`src/rtl/gs_pkg.sv`:
```
// Shared widths, matrix coefficients and divider constants for the
// banded Gauss-Seidel row-update datapath.
package gs_pkg;

    localparam int B_W   = 16;  // b operand, signed integer
    localparam int X_W   = 32;  // x operand, signed Q16.16
    localparam int FRAC  = 16;  // fractional bits of x
    localparam int ACC_W = 40;  // stage-2 accumulator
    localparam int S_W   = X_W + 1;  // pairwise neighbour sum

    // Banded matrix: diagonal C0, off-diagonals -C1 (+-1), +C2 (+-2), -C3 (+-3)
    localparam int C0 = 20;
    localparam int C1 = 13;
    localparam int C2 = 6;
    localparam int C3 = 1;

    // Reciprocal of the diagonal, rounded to nearest: 838861 for a 24-bit shift
    localparam int RECIP_SHIFT_DEF = 24;
    localparam int RECIP_DEF       = ((1 << RECIP_SHIFT_DEF) + C0 / 2) / C0;

    localparam int N_ROWS = 16;

    // Stage-1 register contents
    typedef struct packed {
        logic signed [ACC_W-1:0] bq;   // b scaled into Q16.16
        logic signed [S_W-1:0]   s12;  // x[i+1] + x[i-1]
        logic signed [S_W-1:0]   s34;  // x[i+2] + x[i-2]
        logic signed [S_W-1:0]   s56;  // x[i+3] + x[i-3]
    } s1_t;

    // Sign-extend a pairwise sum to accumulator width
    function automatic logic signed [ACC_W-1:0] sx_sum(input logic [S_W-1:0] v);
        return {{(ACC_W - S_W){v[S_W-1]}}, v};
    endfunction

endpackage

```
`src/rtl/gs_div20_sat.sv`:
```
// Final stage: divide the accumulator by the diagonal via reciprocal
// multiply, round half toward +inf, saturate to Q16.16 and register.
// The product is registered once before rounding, so this block adds two
// cycles of latency; prod_valid marks the cycle before valid_out rises.
module gs_div20_sat
    import gs_pkg::*;
#(
    parameter int RECIP       = RECIP_DEF,
    parameter int RECIP_SHIFT = RECIP_SHIFT_DEF
) (
    input  logic                    clk_in,
    input  logic                    rst_in,
    input  logic                    clear_in,
    input  logic                    acc_valid,
    input  logic signed [ACC_W-1:0] acc,
    output logic                    prod_valid,
    output logic                    valid_out,
    output logic [X_W-1:0]          x_out
);

    localparam int P_W = 60;
    localparam logic signed [P_W-1:0] RECIP_X = P_W'(RECIP);
    localparam logic signed [P_W-1:0] HALF    = P_W'(1) << (RECIP_SHIFT - 1);
    localparam logic signed [P_W-1:0] SAT_MAX = P_W'(32'h7FFF_FFFF);
    localparam logic signed [P_W-1:0] SAT_MIN = -SAT_MAX - P_W'(1);

    logic signed [P_W-1:0] acc_x;
    logic signed [P_W-1:0] prod_d;
    logic signed [P_W-1:0] prod_q;
    logic signed [P_W-1:0] rnd;
    logic signed [P_W-1:0] shr;
    logic [X_W-1:0]        sat_d;

    // Reciprocal multiply; |acc| < 2^38 keeps the product well inside 60 bits
    always_comb begin
        acc_x  = {{(P_W - ACC_W){acc[ACC_W-1]}}, acc};
        prod_d = acc_x * RECIP_X;
    end

    // Round half up, arithmetic shift, clamp to the signed 32-bit range
    always_comb begin
        rnd = prod_q + HALF;
        shr = rnd >>> RECIP_SHIFT;
        if (shr > SAT_MAX) begin
            sat_d = SAT_MAX[X_W-1:0];
        end else if (shr < SAT_MIN) begin
            sat_d = SAT_MIN[X_W-1:0];
        end else begin
            sat_d = shr[X_W-1:0];
        end
    end

    // Product register and output register; clear drops both valids
    always_ff @(posedge clk_in) begin
        if (rst_in) begin
            prod_valid <= 1'b0;
            prod_q     <= '0;
            valid_out  <= 1'b0;
            x_out      <= '0;
        end else begin
            prod_valid <= acc_valid & ~clear_in;
            if (acc_valid) begin
                prod_q <= prod_d;
            end
            valid_out <= prod_valid & ~clear_in;
            if (prod_valid & ~clear_in) begin
                x_out <= sat_d;
            end
        end
    end

endmodule

```
`src/rtl/gs_update.sv`:
```
// Row-update datapath of the banded Gauss-Seidel solver:
//   x_new = (b + 13(x1+x2) - 6(x3+x4) + (x5+x6)) / 20
// Handshake: valid_in qualifies all row operands in the cycle it is high;
// there is no ready, every valid row is accepted, and valid_out pulses
// exactly three edges later with x_out, row_out, sweep_out and done_out.
// Bubbles propagate unchanged; clear_in flushes all in-flight rows.
module gs_update
    import gs_pkg::*;
#(
    parameter int N           = N_ROWS,
    parameter int NUM_ITER    = 16,
    parameter int RECIP       = RECIP_DEF,
    parameter int RECIP_SHIFT = RECIP_SHIFT_DEF
) (
    input  logic           clk_in,
    input  logic           rst_in,
    input  logic           clear_in,
    input  logic           valid_in,
    input  logic [B_W-1:0] b_in,
    input  logic [X_W-1:0] x1_in,
    input  logic [X_W-1:0] x2_in,
    input  logic [X_W-1:0] x3_in,
    input  logic [X_W-1:0] x4_in,
    input  logic [X_W-1:0] x5_in,
    input  logic [X_W-1:0] x6_in,
    output logic           valid_out,
    output logic [X_W-1:0] x_out,
    output logic [3:0]     row_out,
    output logic [3:0]     sweep_out,
    output logic           done_out
);

    localparam int CNT_W = 4;
    localparam logic [CNT_W-1:0] ROW_LAST   = CNT_W'(N - 1);
    localparam logic [CNT_W-1:0] SWEEP_LAST = CNT_W'(NUM_ITER - 1);
    localparam logic signed [ACC_W-1:0] K1 = ACC_W'(C1);
    localparam logic signed [ACC_W-1:0] K2 = ACC_W'(C2);
    localparam logic signed [ACC_W-1:0] K3 = ACC_W'(C3);

    s1_t                     s1_d;
    s1_t                     s1_q;
    logic                    v1_q;
    logic                    v2_q;
    logic signed [ACC_W-1:0] acc_d;
    logic signed [ACC_W-1:0] acc_q;
    logic                    take;
    logic                    prod_valid;
    logic [CNT_W-1:0]        row_cnt;
    logic [CNT_W-1:0]        sweep_cnt;
    logic                    last_row;

    assign take     = valid_in & ~clear_in;
    assign last_row = (row_cnt == ROW_LAST) && (sweep_cnt == SWEEP_LAST);

    // Stage-1 operands: scale b into Q16.16, pair neighbours symmetrically
    always_comb begin
        s1_d     = '0;
        s1_d.bq  = {{(ACC_W - B_W - FRAC){b_in[B_W-1]}}, b_in, {FRAC{1'b0}}};
        s1_d.s12 = {x1_in[X_W-1], x1_in} + {x2_in[X_W-1], x2_in};
        s1_d.s34 = {x3_in[X_W-1], x3_in} + {x4_in[X_W-1], x4_in};
        s1_d.s56 = {x5_in[X_W-1], x5_in} + {x6_in[X_W-1], x6_in};
    end

    // Stage 1 register
    always_ff @(posedge clk_in) begin
        if (rst_in) begin
            v1_q <= 1'b0;
            s1_q <= '0;
        end else begin
            v1_q <= take;
            if (take) begin
                s1_q <= s1_d;
            end
        end
    end

    // Stage-2 weighted sum of the band (off-diagonal signs folded in)
    always_comb begin
        acc_d = s1_q.bq
              + sx_sum(s1_q.s12) * K1
              - sx_sum(s1_q.s34) * K2
              + sx_sum(s1_q.s56) * K3;
    end

    // Stage 2 register
    always_ff @(posedge clk_in) begin
        if (rst_in) begin
            v2_q  <= 1'b0;
            acc_q <= '0;
        end else begin
            v2_q <= v1_q & ~clear_in;
            if (v1_q) begin
                acc_q <= acc_d;
            end
        end
    end

    gs_div20_sat #(
        .RECIP       (RECIP),
        .RECIP_SHIFT (RECIP_SHIFT)
    ) u_div20_sat (
        .clk_in     (clk_in),
        .rst_in     (rst_in),
        .clear_in   (clear_in),
        .acc_valid  (v2_q),
        .acc        (acc_q),
        .prod_valid (prod_valid),
        .valid_out  (valid_out),
        .x_out      (x_out)
    );

    // Row/sweep tracking: tag each result as it is registered, re-arm after done
    always_ff @(posedge clk_in) begin
        if (rst_in || clear_in) begin
            row_cnt   <= '0;
            sweep_cnt <= '0;
            row_out   <= '0;
            sweep_out <= '0;
            done_out  <= 1'b0;
        end else if (prod_valid) begin
            row_out   <= row_cnt;
            sweep_out <= sweep_cnt;
            done_out  <= last_row;
            if (last_row) begin
                row_cnt   <= '0;
                sweep_cnt <= '0;
            end else if (row_cnt == ROW_LAST) begin
                row_cnt   <= '0;
                sweep_cnt <= sweep_cnt + 1'b1;
            end else begin
                row_cnt <= row_cnt + 1'b1;
            end
        end else begin
            done_out <= 1'b0;
        end
    end

endmodule

```
`config.mk`:
```
export PLATFORM = sky130hd
export DESIGN_NAME = gs_update
export DESIGN_NICKNAME = d
export VERILOG_FILES = /design/src/rtl/gs_pkg.sv /design/src/rtl/gs_div20_sat.sv /design/src/rtl/gs_update.sv
export SDC_FILE = /design/constraint.sdc
export NUM_CORES = 2
export LEC_CHECK = 0
export ABC_CLOCK_PERIOD_IN_PS = 9090
export BUFFER_PORTS_ARGS = -buffer_cell sky130_fd_sc_hd__buf_2
export CORE_MARGIN = 3
export CORE_UTILIZATION = 55
export DETAILED_ROUTE_END_ITERATION = 8
export GPL_TIMING_DRIVEN = 1
export PLACE_DENSITY = 0.74
export SETUP_SLACK_MARGIN = 0.4
export SLEW_MARGIN = 40
export SYNTH_ARGS = -nofsm -noshare
export SYNTH_HDL_FRONTEND = slang
export SYNTH_SLANG_ARGS = --single-unit
```
`constraint.sdc`:
```
create_clock -name clk_in -period 9.09 [get_ports clk_in]
set_clock_uncertainty 0.2 [all_clocks]
set_input_delay 0 -clock clk_in [delete_from_list [all_inputs] [get_ports clk_in]]
set_output_delay 0 -clock clk_in [all_outputs]
set_load 0.01 [all_outputs]
```
# [Yosys cells after proc, flatten, opt, wreduce, memory -nomap -nowiden]
# Index checks and enable logic that the tools add are counted.
# W data, S select, Z words.
[op_classes] n_eq_ne=2 n_reduce_logical=5 n_lt_le_gt_ge=2 div_mod_pow=0 bitwise=6 muxes=6 add_sub_neg=9 mul=3 n_shift=0
[op_table] operator="$add A32 B32 Y33" count=3
[op_table] operator="$mux W32" count=2
[op_table] operator="$add A60 B25 Y60 const B" count=1
[op_table] operator="$mul A40 B21 Y60 const B" count=1
[op_table] operator="$add A40 B33 Y40" count=1
[op_table] operator="$sub A39 B37 Y40" count=1
[op_table] operator="$add A32 B38 Y39" count=1
[op_table] operator="$mul A33 B5 Y38 const B" count=1
[op_table] operator="$gt A36 B32 Y1 const B" count=1
[op_table] operator="$lt A36 B32 Y1 const B" count=1
[op_table] operator="$mul A33 B3 Y36 const B" count=1
[op_table] operator="$mux W4" count=4
[op_table] operator="$add A4 B1 Y4 const B" count=2
[op_table] operator="$eq A4 B4 Y1 const B" count=2
[op_table] operator="$and A1 B1 Y1" count=4
[op_table] operator="$not A1 Y1" count=2
[op_table] operator="$reduce_and A2 Y1" count=1
[op_table] operator="$reduce_bool A2 Y1" count=1
[op_table] operator="$reduce_or A2 Y1" count=1
[op_table] operator="$logic_and A1 B1 Y1" count=1
[op_table] operator="$logic_or A1 B1 Y1" count=1
[word_totals] romBits=0 memories=0 mem_bits_rw=0 latchBits=0 register_bits=268 word_cells=49 output_inout_bits=42

# [Logic depth before layout (Yosys ltp)]
[logic_depth] depth_word=4 depth_mapped=28 mapped_depth_nobuf=28

# [Cells and area by module]
# A second synthesis with hierarchy kept.
[hier_totals] hier_cells=4293 hier_area_um2=37345.8
[modules_own_cells] module="gs_update" area_each_um2=19079.5 n_inst=1 cells_each=2277
[modules_own_cells] module="gs_div20_sat" area_each_um2=18266.3 n_inst=1 cells_each=2016

# [Worst setup path after synthesis]
# Ideal clock, no wire load.
[synth_path] path_type="reg2reg" start="reg s1_q[34] in the netlist's numbering" end="reg acc_q[39]" arrival_time_ps=6417 synth_period_minus_slack_ps=6726 setup_time_ps=109 stages_incl_launch_ff=29 path_buffers=0 setup_slack_ps=2364 path_cell_list="dfxtp_1 > ha_1 > ha_1 > fa_1 > a211oi_1 > o21ai_0 > nand4_1 > a31oi_1 > or2_2 > a21oi_1 > o21bai_1 > xnor2_1 > ha_1 > inv_1 > fa_1 > fa_1 > fa_1 > inv_1 > ha_1 > nand2_1 > o311ai_0 > o22a_1 > a21oi_1 > o211ai_1 > o21ai_0 > o211ai_1 > a21oi_1 > or3_1 > o311ai_0"
[synth_between] elab_chain_cells=3
[synth_rtl] item="start, declared" line="gs_update.sv:41" text="s1_t s1_q;"
[synth_rtl] item="start signal, assigned" line="gs_update.sv:68" text="s1_q <= '0;"
[synth_rtl] item="start signal, assigned" line="gs_update.sv:72" text="s1_q <= s1_d;"
[synth_rtl] item="$mul A33 B3 Y36" line="gs_update.sv:81" text="- sx_sum(s1_q.s34) * K2"
[synth_rtl] item="$sub A39 B37 Y40" line="gs_update.sv:81"
[synth_rtl] item="$add A40 B33 Y40" line="gs_update.sv:82" text="+ sx_sum(s1_q.s56) * K3;"
[synth_rtl] item="end signal, assigned" line="gs_update.sv:89" text="acc_q <= '0;"
[synth_rtl] item="end signal, assigned" line="gs_update.sv:93" text="acc_q <= acc_d;"
[synth_rtl] item="end, declared" line="gs_update.sv:45" text="logic signed [ACC_W-1:0] acc_q;"
# Every way passes these cells.
# A chain may end at the register's enable or synchronous reset.

# [Worst setup path in the final report]
# Ends and elaborated chain as after synthesis.

==> impl_metrics.py <==
metrics = {
    "worst_setup_path": {
        "cp.arrival_ns": 7.95,
        "cp_num_buf_inv": 2,
        "required_ns": 9.34,
        "timing.rr.start": "s1_q[34]$_SDFFE_PP0P_",
        "ff2ff_path_depth": 28,
        "crit_family": "adder cells",
        "crit_type": "reg2reg",
        "crit_path_max_fanout": 4,
        "r2r_end": "acc_q[39]$_SDFFE_PP0P_",
        "startpoint_type": "flop",
        "crit_path_end_kind": "flop",
        "cpPeakStageDelay_ns": 0.55,
        "r2r_setup_slack_ns": 1.39,
        "slowest_stage": "fa_1",
        "startpoint": "s1_q[34]$_SDFFE_PP0P_",
    },
    "cells_and_area": {
        "area_delta_synth_final_pct": 17.2,
        "fin_nets": 6061,
        "nFillCells": 5252,
        "drive_above_1_share_pct": 7.36,
    },
    "drt": {
        "wl_per_cell_um": 16.4,
        "dr.pass1.iters": 5,
        "drtIter0Drc": 1724,
        "drtAntennaViolNets": 0,
        "drc": 0,
        "avgViaCountPerCell": 5.50,
        "wl_um": 93700,
        "vias": 31400,
    },
    "timing": {
        "period_needed_ns": 7.70,
        "rsz0062_at_grt": "false",
        "relSlewSlack_pct": 48.2,
        "hold_viol_final": 0,
        "fmax_mhz": 130,
        "worst_pin_slew_ns": 0.777,
        "fin_worst_hold_slack_ns": 0.0421,
        "drv_slew": 0,
        "setup_tns_ns": 0,
        "finalSetupViolations": 0,
        "fin_crit_sh_pct": 84.7,
    },
    "logic_synthesis": {
        "ys_seq_elements": 245,
        "synth.cell_area_um2": 37300,
        "synth_common_cells": "inv_1 (894), ha_1 (557), fa_1 (475)",
        "ys_seq_area_share_pct": 13.2,
        "yosysMostFrequentCell": "inv_1",
        "ys_warn_count": 0,
        "synth_top_area_cell": "fa_1",
        "async_reset_ff_share_pct": 0,
        "synth_nets": 5534,
        "ys.flop_type": "dfxtp_1",
        "synth_cell_types": 83,
        "syn_avg_cell_area_um2": 8.69,
        "synth_edf_count": 0,
        "synthTopCellsByArea": "fa_1 (25%), ha_1 (19%), dfxtp_1 (13%)",
        "synth_cells": 4290,
        "synth_top_area_share_pct": 25.5,
    },
    "pwr": {
        "irDropWorstVdd_v": 0.000397,
        "leakage_nw": 21.9,
        "power_per_cell_area_nw_per_um2": 328,
    },
    "clocking": {
        "htreeDepth": 1,
        "postCtsSetupBuffers": 0,
        "root_buffer": "clkbuf_16",
        "hold_buffers": 345,
        "clk_latency_ns": 0.59,
        "cts_resized": 0,
        "cts.path.max_buffers": 3,
        "cts_tree": "built",
        "numCtsBuffers": 29,
        "clk_pin_slew_ns": 0.06,
        "clock-sinks": 245,
    },
    "floorplanning": {
        "start_util_pct": 56.1,
        "die_h_um": 266,
        "rows": 94,
        "die_x_um": 266,
        "core_um2": 66500,
        "dieArea_um2": 71000,
        "ios": 254,
    },
    "place": {
        "dpl.hpwl_um": 72700,
        "placement.io_buffers": 253,
        "gp_congestion": 0.934,
    },
    "min_path": {
        "hold_end": "s1_q[37]$_SDFFE_PP0P_",
        "min_path_cells": 6,
        "min-delay-start": "x3_in[3]",
        "min_path_type": "in2reg",
    },
    "global_routing": {
        "grt_overflow_total": 0,
        "grt_max_degree": 87,
        "antenna_found_initial": 1,
        "grt_util_all_layers_pct": 26.6,
        "grt_pass1_vias": 32300,
        "grt_pass1_wl_um": 157000,
    },
    "run_status": {
        "status": "complete, no violations",
    },
    "run": {
        "max_cap_violations": 0,
    },
}
==> metrics by stage <==
step,setup slack [ns],instance area (um^2),power [W],util (%),instances
final,1.39,43700,0.0143,65.8,5702
after global routing,0.885,43700,0.0162,65.8,5702
after CTS,1.38,43700,0.0143,65.8,5701
after detailed placement,1.41,39300,0.0129,59.2,5305
after global placement,1.58,39300,0.0126,59.1,5304
after floorplan,2.36,37300,0.0103,-,4290
==> flip-flops by register name (all words and copies together) (netlist names) <==
register / count
s1_q: 115
sweep_out: 4
sweep_cnt: 4
v1_q: 1
u_div20_sat.valid_out: 1
acc_q: 40
done_out: 1
u_div20_sat.prod_valid: 1
u_div20_sat.x_out: 32
row_out: 4
row_cnt: 4
v2_q: 1
u_div20_sat.prod_q: 37
==> worst reg2reg max path, delay by kind of cell (launching register included) <==
kind,cells,cell delay (ns)
adder cells (fa/ha/maj),8,3.23
buffers and inverters,2,0.10
flip-flops,1,0.33
AND/OR/NAND/NOR,6,1.37
AO/OA/AOI/OAI,11,2.29
XOR/XNOR,1,0.09
==> logic make-up after synthesis <==
kind of cell,synth area share [%]
buffers and inverters,10.2
AND/OR/NAND/NOR,11.1
multiplexers,1.37
XOR/XNOR,4.79
adder cells (fa/ha/maj),44.2
AO/OA/AOI/OAI,15.2
flip-flops,13.2
==> how the worst max path moves through the flow <==
stage | end | slack [ns] | depth (start not counted)
floorplan | acc_q[39]$_SDFFE_PP0P_ | 2.36 | 28
global placement | acc_q[39]$_SDFFE_PP0P_ | 1.58 | 28
detailed placement | acc_q[39]$_SDFFE_PP0P_ | 1.41 | 28
CTS | acc_q[39]$_SDFFE_PP0P_ | 1.38 | 28
global route | acc_q[39]$_SDFFE_PP0P_ | 0.88 | 28
finish | acc_q[39]$_SDFFE_PP0P_ | 1.39 | 28
==> area by class of cell <==
type                       instances  area [um^2]  area share [%]
antenna                            1         2.50         0.00572
clock buffer                      39          803            1.84
clock inverter                    12          126           0.289
inverter                         894         3360            7.68
multi-input combinational       3037        28600            65.5
sequential                       245         4910            11.2
tap                              864         1080            2.47
timing repair buffer             610         4830            11.0
==> per-layer routing <==
metal,GRT usage (%),wire length [um]
met3,3.01,5020
met2,46.8,44800
met5,0,0
met4,8.27,3230
met1,34.4,40700
==> power by group <==
group	switching [W]	internal [W]
clock network	0.000477	0.000673
registers	0.000242	0.00118
logic	0.00690	0.00485
==> cell usage in the layout (no fill, tap or decap), drive strengths merged, types with 9 or more instances in the layout <==
| cell type | count |
|---|---|
| a221o | 31 |
| nand2b | 27 |
| dfxtp | 245 |
| a211oi | 52 |
| o21ai | 154 |
| and3 | 35 |
| nand2 | 313 |
| nand3 | 89 |
| and2 | 14 |
| fa | 475 |
| xnor2 | 129 |
| nand4 | 37 |
| a31o | 11 |
| mux2i | 51 |
| inv | 896 |
| nor4 | 9 |
| or3 | 20 |
| xor2 | 75 |
| a21o | 100 |
| a21oi | 293 |
| ha | 557 |
| a31oi | 45 |
| nor2 | 206 |
| dlygate4sd3 | 345 |
| buf | 265 |
| o21a | 36 |
| o21bai | 26 |
| o22ai | 16 |
| o31ai | 12 |
| clkbuf | 39 |
| nor2b | 19 |
| and4 | 13 |
| o211ai | 21 |
| nor4b | 10 |
| a211o | 11 |
| nor3 | 41 |
| or2 | 9 |
(Power assumes the default switching activity.)
